File: src/rtl/device_event_serializer_if.sv
// Status/event bundle between the device status lines and the active-device counter.
// SERIALIZER_STATS_EN adds the event and cancel totals to the bundle.
interface device_event_serializer_if #(
    parameter int N_DEV = 4,
    parameter int ID_W  = 5
);
    logic [N_DEV-1:0] dev_status;
    logic             change;
    logic             on_off;
    logic [ID_W-1:0]  dev_id;
    logic             pend_any;
`ifdef SERIALIZER_STATS_EN
    logic [15:0]      evt_total;
    logic [15:0]      cancel_total;

    modport master (
        output dev_status,
        input  change, on_off, dev_id, pend_any,
        input  evt_total, cancel_total
    );
    modport slave (
        input  dev_status,
        output change, on_off, dev_id, pend_any,
        output evt_total, cancel_total
    );
`else
    modport master (
        output dev_status,
        input  change, on_off, dev_id, pend_any
    );
    modport slave (
        input  dev_status,
        output change, on_off, dev_id, pend_any
    );
`endif
endinterface

File: src/rtl/device_event_serializer.sv
// Serialises per-device status edges into one on/off event per cycle (round-robin).
// SERIALIZER_STATS_EN adds saturating evt_total / cancel_total counters.
module device_event_serializer #(
    parameter int N_DEV = 4,
    parameter int ID_W  = 5
) (
    input  logic                      clk,
    input  logic                      rst_n,
    device_event_serializer_if.slave  bus
);
    logic [N_DEV-1:0]   r_dev_q;
    logic [N_DEV-1:0]   r_pend;
    logic [N_DEV-1:0]   r_pdir;
    logic [ID_W-1:0]    r_rr_ptr;
    logic [ID_W-1:0]    r_dev_id;
    logic               r_change;
    logic               r_on_off;
    logic               r_pend_any;

    logic [N_DEV-1:0]   w_edge;
    logic [2*N_DEV-1:0] w_dbl;
    logic [N_DEV-1:0]   w_rot;
    logic               w_gnt_vld;
    logic [ID_W-1:0]    w_gnt_idx;
    logic [ID_W:0]      w_sum;
    logic [N_DEV-1:0]   w_gnt_oh;
    logic [N_DEV-1:0]   w_pend_nxt;
    logic [N_DEV-1:0]   w_pdir_nxt;
    logic [N_DEV-1:0]   w_cancel;
    logic [ID_W-1:0]    w_rr_nxt;

    assign w_edge = bus.dev_status ^ r_dev_q;

    // Rotate pending so bit 0 is rr_ptr; first set bit wins.
    always_comb begin
        w_dbl     = {r_pend, r_pend} >> r_rr_ptr;
        w_rot     = w_dbl[N_DEV-1:0];
        w_gnt_vld = 1'b0;
        w_gnt_idx = '0;
        w_sum     = '0;
        for (int j = 0; j < N_DEV; j++) begin
            if (!w_gnt_vld && w_rot[j]) begin
                w_gnt_vld = 1'b1;
                w_sum     = {1'b0, r_rr_ptr} + (ID_W+1)'(j);
                if (w_sum >= (ID_W+1)'(N_DEV))
                    w_sum = w_sum - (ID_W+1)'(N_DEV);
                w_gnt_idx = w_sum[ID_W-1:0];
            end
        end
        w_gnt_oh = w_gnt_vld ? (N_DEV'(1) << w_gnt_idx) : '0;
        w_rr_nxt = (w_gnt_idx == ID_W'(N_DEV-1)) ? '0 : w_gnt_idx + 1'b1;
    end

    always_comb begin
        w_pend_nxt = r_pend;
        w_pdir_nxt = r_pdir;
        w_cancel   = '0;
        for (int i = 0; i < N_DEV; i++) begin
            if (!r_pend[i]) begin
                if (w_edge[i]) begin
                    w_pend_nxt[i] = 1'b1;
                    w_pdir_nxt[i] = bus.dev_status[i];
                end
            end else if (w_gnt_oh[i]) begin
                w_pend_nxt[i] = w_edge[i];
                if (w_edge[i])
                    w_pdir_nxt[i] = bus.dev_status[i];
            end else if (w_edge[i]) begin
                // Opposite edge while still parked: net change is zero.
                w_pend_nxt[i] = 1'b0;
                w_cancel[i]   = 1'b1;
            end
        end
    end

    always_ff @(posedge clk or negedge rst_n) begin
        if (!rst_n) begin
            r_dev_q    <= '0;
            r_pend     <= '0;
            r_pdir     <= '0;
            r_rr_ptr   <= '0;
            r_change   <= 1'b0;
            r_on_off   <= 1'b0;
            r_dev_id   <= '0;
            r_pend_any <= 1'b0;
        end else begin
            r_dev_q    <= bus.dev_status;
            r_pend     <= w_pend_nxt;
            r_pdir     <= w_pdir_nxt;
            r_pend_any <= |w_pend_nxt;
            r_change   <= w_gnt_vld;
            if (w_gnt_vld) begin
                r_on_off <= |(r_pdir & w_gnt_oh);
                r_dev_id <= w_gnt_idx;
                r_rr_ptr <= w_rr_nxt;
            end
        end
    end

    assign bus.change   = r_change;
    assign bus.on_off   = r_on_off;
    assign bus.dev_id   = r_dev_id;
    assign bus.pend_any = r_pend_any;

`ifdef SERIALIZER_STATS_EN
    logic [15:0] r_evt_total;
    logic [15:0] r_cancel_total;
    logic [5:0]  w_ncancel;
    logic [16:0] w_csum;

    always_comb begin
        w_ncancel = '0;
        for (int i = 0; i < N_DEV; i++)
            w_ncancel = w_ncancel + 6'(w_cancel[i]);
        w_csum = {1'b0, r_cancel_total} + 17'(w_ncancel);
    end

    always_ff @(posedge clk or negedge rst_n) begin
        if (!rst_n) begin
            r_evt_total    <= '0;
            r_cancel_total <= '0;
        end else begin
            if (w_gnt_vld && r_evt_total != 16'hFFFF)
                r_evt_total <= r_evt_total + 16'd1;
            r_cancel_total <= w_csum[16] ? 16'hFFFF : w_csum[15:0];
        end
    end

    assign bus.evt_total    = r_evt_total;
    assign bus.cancel_total = r_cancel_total;
`endif
endmodule

File: src/flat_wrapper.sv
// flat-port wrapper written by rule: the top's interface ports become plain ports
module device_event_serializer_flat 
#(
    parameter int N_DEV = 4,
    parameter int ID_W  = 5
)
  (clk, rst_n, bus_dev_status, bus_change, bus_on_off, bus_dev_id, bus_pend_any);
  device_event_serializer_if #(.N_DEV(N_DEV), .ID_W(ID_W)) bus_i ();
  input  logic clk;
  input  logic rst_n;
  input wire logic [$bits(bus_i.dev_status)-1:0] bus_dev_status;
  output wire logic [$bits(bus_i.change)-1:0] bus_change;
  output wire logic [$bits(bus_i.on_off)-1:0] bus_on_off;
  output wire logic [$bits(bus_i.dev_id)-1:0] bus_dev_id;
  output wire logic [$bits(bus_i.pend_any)-1:0] bus_pend_any;
  assign bus_i.dev_status = bus_dev_status;
  assign bus_change = bus_i.change;
  assign bus_on_off = bus_i.on_off;
  assign bus_dev_id = bus_i.dev_id;
  assign bus_pend_any = bus_i.pend_any;
  device_event_serializer #(.N_DEV(N_DEV), .ID_W(ID_W)) u_core (.clk(clk), .rst_n(rst_n), .bus(bus_i));
endmodule
File: config.mk
export PLATFORM = sky130hd
export DESIGN_NAME = device_event_serializer_flat
export DESIGN_NICKNAME = d
export VERILOG_FILES = /design/src/rtl/device_event_serializer_if.sv /design/src/rtl/device_event_serializer.sv /design/src/flat_wrapper.sv
export SDC_FILE = /design/constraint.sdc
export NUM_CORES = 1
export LEC_CHECK = 0
export ABC_CLOCK_PERIOD_IN_PS = 4900
export CAP_MARGIN = 30
export CORE_MARGIN = 2
export CORE_UTILIZATION = 41
export DETAILED_ROUTE_END_ITERATION = 10
export PLACE_DENSITY = 0.7
export RECOVER_POWER = 50
export SLEW_MARGIN = 25
export SYNTH_ARGS = -nofsm -noshare
export SYNTH_HDL_FRONTEND = slang
export SYNTH_SLANG_ARGS = --single-unit
File: constraint.sdc
create_clock -name clk -period 4.9 [get_ports clk]
set_clock_uncertainty 0.1 [all_clocks]
set_input_delay 0.98 -clock clk [delete_from_list [all_inputs] [get_ports clk]]
set_output_delay 0.98 -clock clk [all_outputs]
set_load 0.02 [all_outputs]
==> results of run 1 <==
metrics by stage:
stage / std cells / area, um2 / util (%) / worst slack (ns) / total power, uW
finish: 307 / 2300 / 47.7 / 0.596 / 1390
global route: 307 / 2300 / 47.7 / 0.300 / 1530
CTS: 307 / 2300 / 47.8 / 0.612 / 1400
detailed placement: 303 / 2260 / 46.8 / 0.641 / 1270
global placement: 303 / 2260 / 46.9 / 0.682 / 1260
floorplan: 229 / 2080 / - / 1.15 / 1060
where the power goes:
part	switching [uW]	leakage [uW]	total, uW	internal (uW)
clock network	60.0	0.0000228	118	58.1
registers	119	0.000290	409	290
logic	469	0.000707	861	392
total	647	0.00102	1390	740
final timing paths:
kind	endpoint	slack [ns]	cells after the start
min in group asynchronous	u_core.bus.dev_id[1]	0.88	1
worst min-delay path	u_core.bus.dev_id[1]	0.39	1
worst max-delay path	u_core.bus.pend_any	0.60	13
worst max register to register	u_core.bus.pend_any	0.60	13
max in group asynchronous	u_core.bus.pend_any	3.06	1
worst min register to register	u_core.bus.dev_id[1]	0.39	1
registers in the layout, indices dropped and copies added (netlist names):
name,flops
u_core.r_rr_ptr,5
u_core.r_pdir,4
u_core.bus.dev_id,5
u_core.bus.change,1
u_core.bus.on_off,1
u_core.bus.pend_any,1
u_core.r_pend,4
u_core.r_dev_q,4
placed cells by master (no fill, tap or decap), types with 4 or more instances in the layout:
cell type        netlist  routed
a21oi_1               11      11
and3_1                 6       6
clkdlybuf4s50_1        0       8
dfrtp_1               25      25
dlygate4sd3_1          0       4
ha_1                  16      16
inv_1                 20      20
mux2_2                 5       5
nand2_1               15      15
nand3_1                8       8
nor2_1                 6       6
nor2b_1                5       5
o211ai_1               6       6
o21ai_0               12      12
xnor2_1               12      12
xor2_1                 6       6
metal layers:
metal | wire, um | global-route usage (%) | vias up
li1 | - | - | 860
met1 | 2070 | 26.4 | 835
met2 | 2150 | 29.6 | 34
met3 | 158 | 0.803 | 7
met4 | 74 | 5.46 | 0
met5 | 0 | 0 | -
cells by family after synthesis:
group	synth area share, %
adders and majority gates	9.63
and+or+nand+nor	18.8
muxes	3.91
AOI/OAI and AO/OA	24.1
xor gates and xnor gates	7.59
buffers and inverters	5.84
DFF	30.1
area by class of cell:
class                   instances  area (um2)  share of cell area [%]
multi-input cells             175        1330                    57.9
flip-flops and latches         25         626                    27.2
repair buffers                 14         131                    5.71
well taps                      67        83.8                    3.65
inverters                      22        82.6                    3.59
clock buffers                   4        45.0                    1.96
==> summary.txt, run 1 <==
CTS
  • Post-CTS sizing: 0
  • Clock transition at path regs: 0.08 ns
  • Max H-tree Level: 1
  • Num CTS Buffers: 3
  • CTS Hold Bufs: 0
  • Sinks on Clock Net: 25
  • Skew-Pair Late Insertion Delay: 0.27 ns
  • TritonCTS clock tree: built
  • Worst-case clock buffer depth: 2
  • Root Driver: clkbuf_8
  • Post-CTS Setup Inserts: 0

Power
  • Power per standard cell area: 603 nW/um2
  • Pleak: 0.00102 uW
  • Worst vdd ir: 0.327 mV

Worst setup path
  • Crit. End Element: flip-flop
  • CP bufs+invs: 0
  • CP required: 4.94 ns
  • Startpoint Class: flip-flop
  • Crit-path max FO: 12
  • Critical Path Start: u_core.r_rr_ptr[2]
  • WP data arrival: 4.34 ns
  • RR Startpoint: u_core.r_rr_ptr[2]
  • Critical-path cell list: ha_1, nand2_1, xnor2_1, ha_1, and2_0, or2_0, o21ai_0, a21oi_1, a221oi_2, or4b_4, o21ai_1, xnor2_1, or4_1
  • Crit-path slowest cell: dfrtp_1
  • Crit path max-delay family: simple AND/OR/NAND/NOR gates
  • Max incr delay on CP: 0.63 ns
  • Critical path class: reg2reg

STA
  • RSZ-0062 raised after global routing: no
  • Peak Freq: 0.232 GHz
  • Hold Vio Cnt, Final: 0
  • Hold slack final: 0.392 ns
  • Final Max Tran Viols: 0
  • Slew Limit Headroom: 13.7%
  • TNS Setup: 0 ns
  • Post-layout min period: 4.30 ns
  • Setup violations, final: 0
  • Tcrit/Tclk final: 87.8%
  • Worst-Margin Slew: 1.29 ns

Placement
  • HPWL after DPL: 3.40 mm
  • Routability Congestion: 0.873
  • Port bufs: 13

Logic synthesis
  • Netlist area before placement: 2080 um2
  • Syn Inst Count: 229
  • Number of synthesized flops with an enable pin: 0
  • Number of synthesis warnings: 0
  • Most common cell in the synthesized netlist: dfrtp_1
  • Seq/Total Area, Yosys: 30.1%
  • Unique masters post-synth: 64
  • Yosys reg bits: 25
  • Top-area cell type share of the netlist area: 30.1%
  • Post-Syn Area per Cell: 9.08 um2
  • Synth cell count leaders: dfrtp_1, inv_1, ha_1
  • Synth area leaders: dfrtp_1, ha_1, xnor2_1
  • Syn nets: 251
  • Asr flop ratio synth: 100%
  • Synth Flop Type: dfrtp_1
  • Yosys top cell by area: dfrtp_1

Finish
  • Ratio of cells with drive above 1 in the final layout: 10.8%
  • Area Growth Syn to Fin: 10.7%
  • FILL cells: 483
  • Nets: 263
  • Antenna cells: 0

Min path
  • Worst Hold Class: reg2reg
  • HP Start: u_core.bus.dev_id[1]

Route
  • Via Count: 1736
  • Vias per cell: 5.65
  • Number of remaining DRC errors: 0
  • DR iter-0 viols: 159
  • Drt first pass iters: 4
  • WL/cell: 14.5 um
  • Final ANT Viol Nets: 0
  • Total Wirelength: 4.46 mm

Global routing
  • Initial antenna violation count: 0
  • Gr usage total: 18.2%
  • Total gr overflow: 0
  • Pin count of the biggest net entering global routing: 26
  • First-pass GRT wire length: 8.05 mm
  • Number of global-route vias before repair: 1715

Die
  • # rows: 25
  • Number of I/O pins: 14
  • Placeable Area: 4820 um2
  • Die Wd: 75.2 um
  • Initial Util: 43.1%
  • Die ar.: 5650 um2
  • DIE HEIGHT: 75.2 um

Flow run
  • Max capacitance violation total: 0

Run status
  • Status: finished clean
Power figures use the tool's default switching activity.
==> inputs of run 2 (changes only) <==
--- a/config.mk
+++ b/config.mk
@@ -10,8 +10,11 @@
 export CORE_MARGIN = 2
 export CORE_UTILIZATION = 41
 export DETAILED_ROUTE_END_ITERATION = 10
+export GPL_ROUTABILITY_DRIVEN = 0
+export GPL_TIMING_DRIVEN = 1
 export PLACE_DENSITY = 0.7
 export RECOVER_POWER = 50
+export SKIP_CTS_REPAIR_TIMING = 1
 export SLEW_MARGIN = 25
 export SYNTH_ARGS = -nofsm -noshare
 export SYNTH_HDL_FRONTEND = slang
==> results of run 2 <==
The final DEF is identical to that of run 1; final timing and power are the same.
==> inputs of run 3 (changes only) <==
--- a/config.mk
+++ b/config.mk
@@ -12,7 +12,7 @@
 export DETAILED_ROUTE_END_ITERATION = 10
 export GPL_ROUTABILITY_DRIVEN = 0
 export GPL_TIMING_DRIVEN = 1
-export PLACE_DENSITY = 0.7
+export PLACE_DENSITY = 0.62
 export RECOVER_POWER = 50
 export SKIP_CTS_REPAIR_TIMING = 1
 export SLEW_MARGIN = 25
==> run 3 against run 2 <==
- worst hold slack lost 0.0081 ns
- critical endpoint unchanged
- fmax shrank 1.6%
- sequential cell count is the same
- power grew 2.1%
- critical path depth is the same
- worst setup slack lost 0.072 ns
- routed wire length grew 3.5%
- cell count grew 0.33%
- combinational power grew 3.4%
- non-clock buffer count grew 1
==> summary.txt, run 3 (same netlist as run 1, synthesis figures left out) <==
Run status
  • Status: finished clean

Global routing
  • First-pass GRT wire length: 7.76 mm
  • Number of global-route vias before repair: 1671
  • Gr usage total: 17.9%
  • Total gr overflow: 0
  • Initial antenna violation count: 0
  • Pin count of the biggest net entering global routing: 26

Finish
  • Nets: 264
  • FILL cells: 476
  • Antenna cells: 0
  • Area Growth Syn to Fin: 11.2%
  • Finished Cell Area: 2310 um2
  • Multi-input gate area: 1330 um2
  • Most frequent cells in the layout: dfrtp_1, inv_1, ha_1, nand2_1
  • Most common cell after layout, fill and taps aside: dfrtp_1
  • Ratio of cells with drive above 1 in the final layout: 11.2%
  • FF/Latch Area: 626 um2

STA
  • TNS Setup: 0 ns
  • Worst setup margin: 0.525 ns
  • Setup violations, final: 0
  • Slew Limit Headroom: 11.4%
  • Hold slack final: 0.384 ns
  • Peak Freq: 0.229 GHz
  • Final Max Tran Viols: 0
  • Tcrit/Tclk final: 89.3%
  • RSZ-0062 raised after global routing: no
  • Post-layout min period: 4.38 ns
  • Hold Vio Cnt, Final: 0
  • Worst-Margin Slew: 1.33 ns

Die
  • Number of I/O pins: 14
  • Die ar.: 5650 um2
  • DIE HEIGHT: 75.2 um
  • Placeable Area: 4820 um2
  • # rows: 25
  • Die Wd: 75.2 um
  • Initial Util: 43.1%

Power
  • Pleak: 0.00103 uW
  • Total power: 1420 uW
  • Power per standard cell area: 613 nW/um2
  • Worst vdd ir: 0.313 mV

CTS
  • Max H-tree Level: 1
  • TritonCTS clock tree: built
  • Sinks on Clock Net: 25
  • Clock transition at path regs: 0.09 ns
  • Root Driver: clkbuf_8
  • Num CTS Buffers: 3
  • Worst-case clock buffer depth: 2
  • Skew-Pair Late Insertion Delay: 0.27 ns

Placement
  • Post-Place Worst Slack: 0.570 ns
  • Port bufs: 13
  • HPWL after DPL: 3.48 mm
  • Placed cell areas: 2270 um2

Worst setup path
  • Startpoint Class: flip-flop
  • Critical path class: reg2reg
  • R2R depth: 13
  • Crit-path max FO: 12
  • WP data arrival: 4.42 ns
  • Crit. End Element: flip-flop
  • CP required: 4.95 ns

Min path
  • Worst Hold Class: reg2reg
  • Worst hold path depth: 1

Flow run
  • Max capacitance violation total: 0

Route
  • Vias per cell: 5.57
  • Total Wirelength: 4.61 mm
  • WL/cell: 15.0 um
  • Number of remaining DRC errors: 0
  • Final ANT Viol Nets: 0
  • Drt first pass iters: 4
  • Via Count: 1716
  • DR iter-0 viols: 199
[run 3: changes by cell type in the layout (fill, tap and decap cells not counted)]
| cell | delta |
|---|---|
| clkbuf_1 | -1 |
| clkinv_2 | +1 |
| dlygate4sd3_1 | +1 |
[run 3: report_power, final]
group	total (uW)	internal, uW	switching (uW)
Sequential	402	290	112
Clock	124	57.1	67.2
Combinational	890	398	493
[run 3: per-stage QoR]
stage               utilization [%]  std cells
CTS                            48.1        308
finish                         48.0        308
global route                   48.0        308
floorplan                         -        229
detailed placement             47.1        304
global placement               47.1        304
[run 3: final timing paths]
path                                         to                  from  slack, ns
setup reg to reg            u_core.bus.pend_any    u_core.r_rr_ptr[2]       0.52
min in group asynchronous    u_core.r_rr_ptr[3]                 rst_n       1.42
hold reg to reg            u_core.bus.dev_id[3]  u_core.bus.dev_id[3]       0.38
max in group asynchronous    u_core.r_rr_ptr[1]                 rst_n       2.50
setup / recovery            u_core.bus.pend_any    u_core.r_rr_ptr[2]       0.52
hold / removal             u_core.bus.dev_id[3]  u_core.bus.dev_id[3]       0.38
[run 3: worst max-delay path: stages (launching register included)]
cell	delay (ns)
dfrtp_1	0.65
ha_1	0.36
nand2_1	0.10
xnor2_1	0.18
ha_1	0.20
and2_0	0.18
or2_0	0.21
o21ai_0	0.30
a21oi_1	0.14
a221oi_2	0.32
or4b_4	0.56
o21ai_1	0.27
xnor2_1	0.14
or4_1	0.53
[run 3: layer usage]
layer  part of all wire, %  wire length [um]  vias to the layer above  track usage (%)
met2                    45              2080                       35             29.1
li1                      -                 -                      856                -
met5                     0                 0                        -                0
met1                    49              2260                      816             24.3
met3                   3.4               156                        9             1.87
met4                   2.4               110                        0             7.41
[run 3: area by class of cell]
cell class / count / area share [%]
Clock inverter: 1 / 0.217
Timing Repair Buffer: 15 / 6.12
Multi-Input combinational cell: 175 / 57.6
Inverter: 22 / 3.57
Tap cell: 67 / 3.63
Sequential cell: 25 / 27.1
Clock buffer: 3 / 1.79
==> variant: new RTL, flow settings as in run 2 <==
`ID_W` is set to 5 in 3 places; all go to 6.
--- a/src/rtl/device_event_serializer_if.sv
+++ b/src/rtl/device_event_serializer_if.sv
@@ -4,3 +4,3 @@
     parameter int N_DEV = 4,
-    parameter int ID_W  = 5
+    parameter int ID_W  = 6
 );
--- a/src/rtl/device_event_serializer.sv
+++ b/src/rtl/device_event_serializer.sv
@@ -4,3 +4,3 @@
     parameter int N_DEV = 4,
-    parameter int ID_W  = 5
+    parameter int ID_W  = 6
 ) (
--- a/src/flat_wrapper.sv
+++ b/src/flat_wrapper.sv
@@ -4,3 +4,3 @@
     parameter int N_DEV = 4,
-    parameter int ID_W  = 5
+    parameter int ID_W  = 6
 )
Interface: changed (resized bus_dev_id); port bits go from 14 to 15. The function was not compared with the original's and may differ.
==> variant against run 2 <==
- sequential share of layout area rose by 0.40 points
- hold slack got worse by 0.029 ns
- design area rose by 6.4%
- maximum frequency rose by 0.82%
- total power fell by 0.83%
- area after synthesis rose by 6.5%
- sequential cell count rose by 2
- worst setup slack improved by 0.035 ns
- critical path depth fell by 1
- wire length rose by 8.2%
==> variant: results (changes against run 2) <==
route:
  wl_met2_um: 2180  # +1.2%
  met3_length_um: 187  # +18%
  first_pass_iters: 5  # +1
  drtIter0Drc: 185  # +16%
  wl_met1_um: 2410  # +16%
timing:
  fin_crit_sh_pct: 87.1  # -0.71 points
  relSlewSlack_pct: 7.25  # -6.5 points
worst_hold_path:
  holdPathEnd: "u_core.r_pdir[3]$_DFFE_PN0P_"
  hold_start: "u_core.r_dev_q[3]$_DFF_PN0_"
synthesis:
  synth_nets: 269  # +7.2%
  yosys-top-cells-area: "dfrtp_1, ha_1, xnor2_1"
  synthDistinctLibCells: 69  # +7.8%
  synthTopCellsByCount: "nand2_1, dfrtp_1, nor2_1"
  ys_ff_latch: 27  # +8.0%
clock_tree:
  clk_pin_slew_ns: 0.10  # +0.02 ns
global_route:
  grt_pass1_wl_um: 8920  # +11%
  use_met3_pct: 1.16  # +0.36 points
  grt_usage_pct: 17.7  # -0.47 points
  grt_use_met2_pct: 27.3  # -2.3 points
place:
  place_ws_ns: 0.701  # +0.0602 ns
  io_buffers: 14  # +1
worst_setup_path:
  rr_startpoint: "u_core.r_rr_ptr[0]$_DFFE_PN0P_"
  critPathMaxFanout: 19  # +7
  slowest_delay_ns: 0.79  # +0.16 ns
  regToRegSetupSlack_ns: 0.63  # +0.03 ns
  cp_top_family: "compound AO/OA/AOI/OAI gates"
power_and_ir_drop:
  clockPowerShare_pct: 9.7  # +1.2 points
  p_leak_nw: 0.992  # -2.7%
  ir_drop_v: 0.000285  # -13%
status:
  outcome: "finished clean"
final_layout:
  drive_above_1_share_pct: 9.65  # -1.2 points
  finalNetCount: 279  # +6.1%
-- variant: changes by cell type after synthesis, sizes merged, moves of 5 or more --
cell           run 2  this run
nand2             15        30
nor2               7        21
inv               22        16
mux2               6         0
and3               6         1
nand3              8         3
o211ai             6         1
-- variant: layout make-up --
cell class / count / area, um2
repair buffers: 17 / 159
inverters: 16 / 60.1
clock buffers: 3 / 41.3
multi-input cells: 195 / 1420
flip-flops and latches: 27 / 676
well taps: 70 / 87.6
fillers: 497 / 2730
clock inverters: 1 / 8.76
-- variant: metrics by stage --
step                      util (%)  power, W  area (um2)
final                         47.3   0.00138        2450
after global routing          47.3   0.00152        2450
after CTS                     47.4   0.00138        2450
after detailed placement      46.4   0.00124        2400
after global placement        46.4   0.00122        2400
after floorplan                  -   0.00103        2210
-- variant: cell families after synthesis --
group	count (synthesis)	synth area share [%]
compound gates	67	23.9
xor+xnor	24	9.50
simple gates	87	20.9
fa+ha+maj	13	7.35
mux	4	2.37
buf+inv	28	5.54
flops	27	30.5
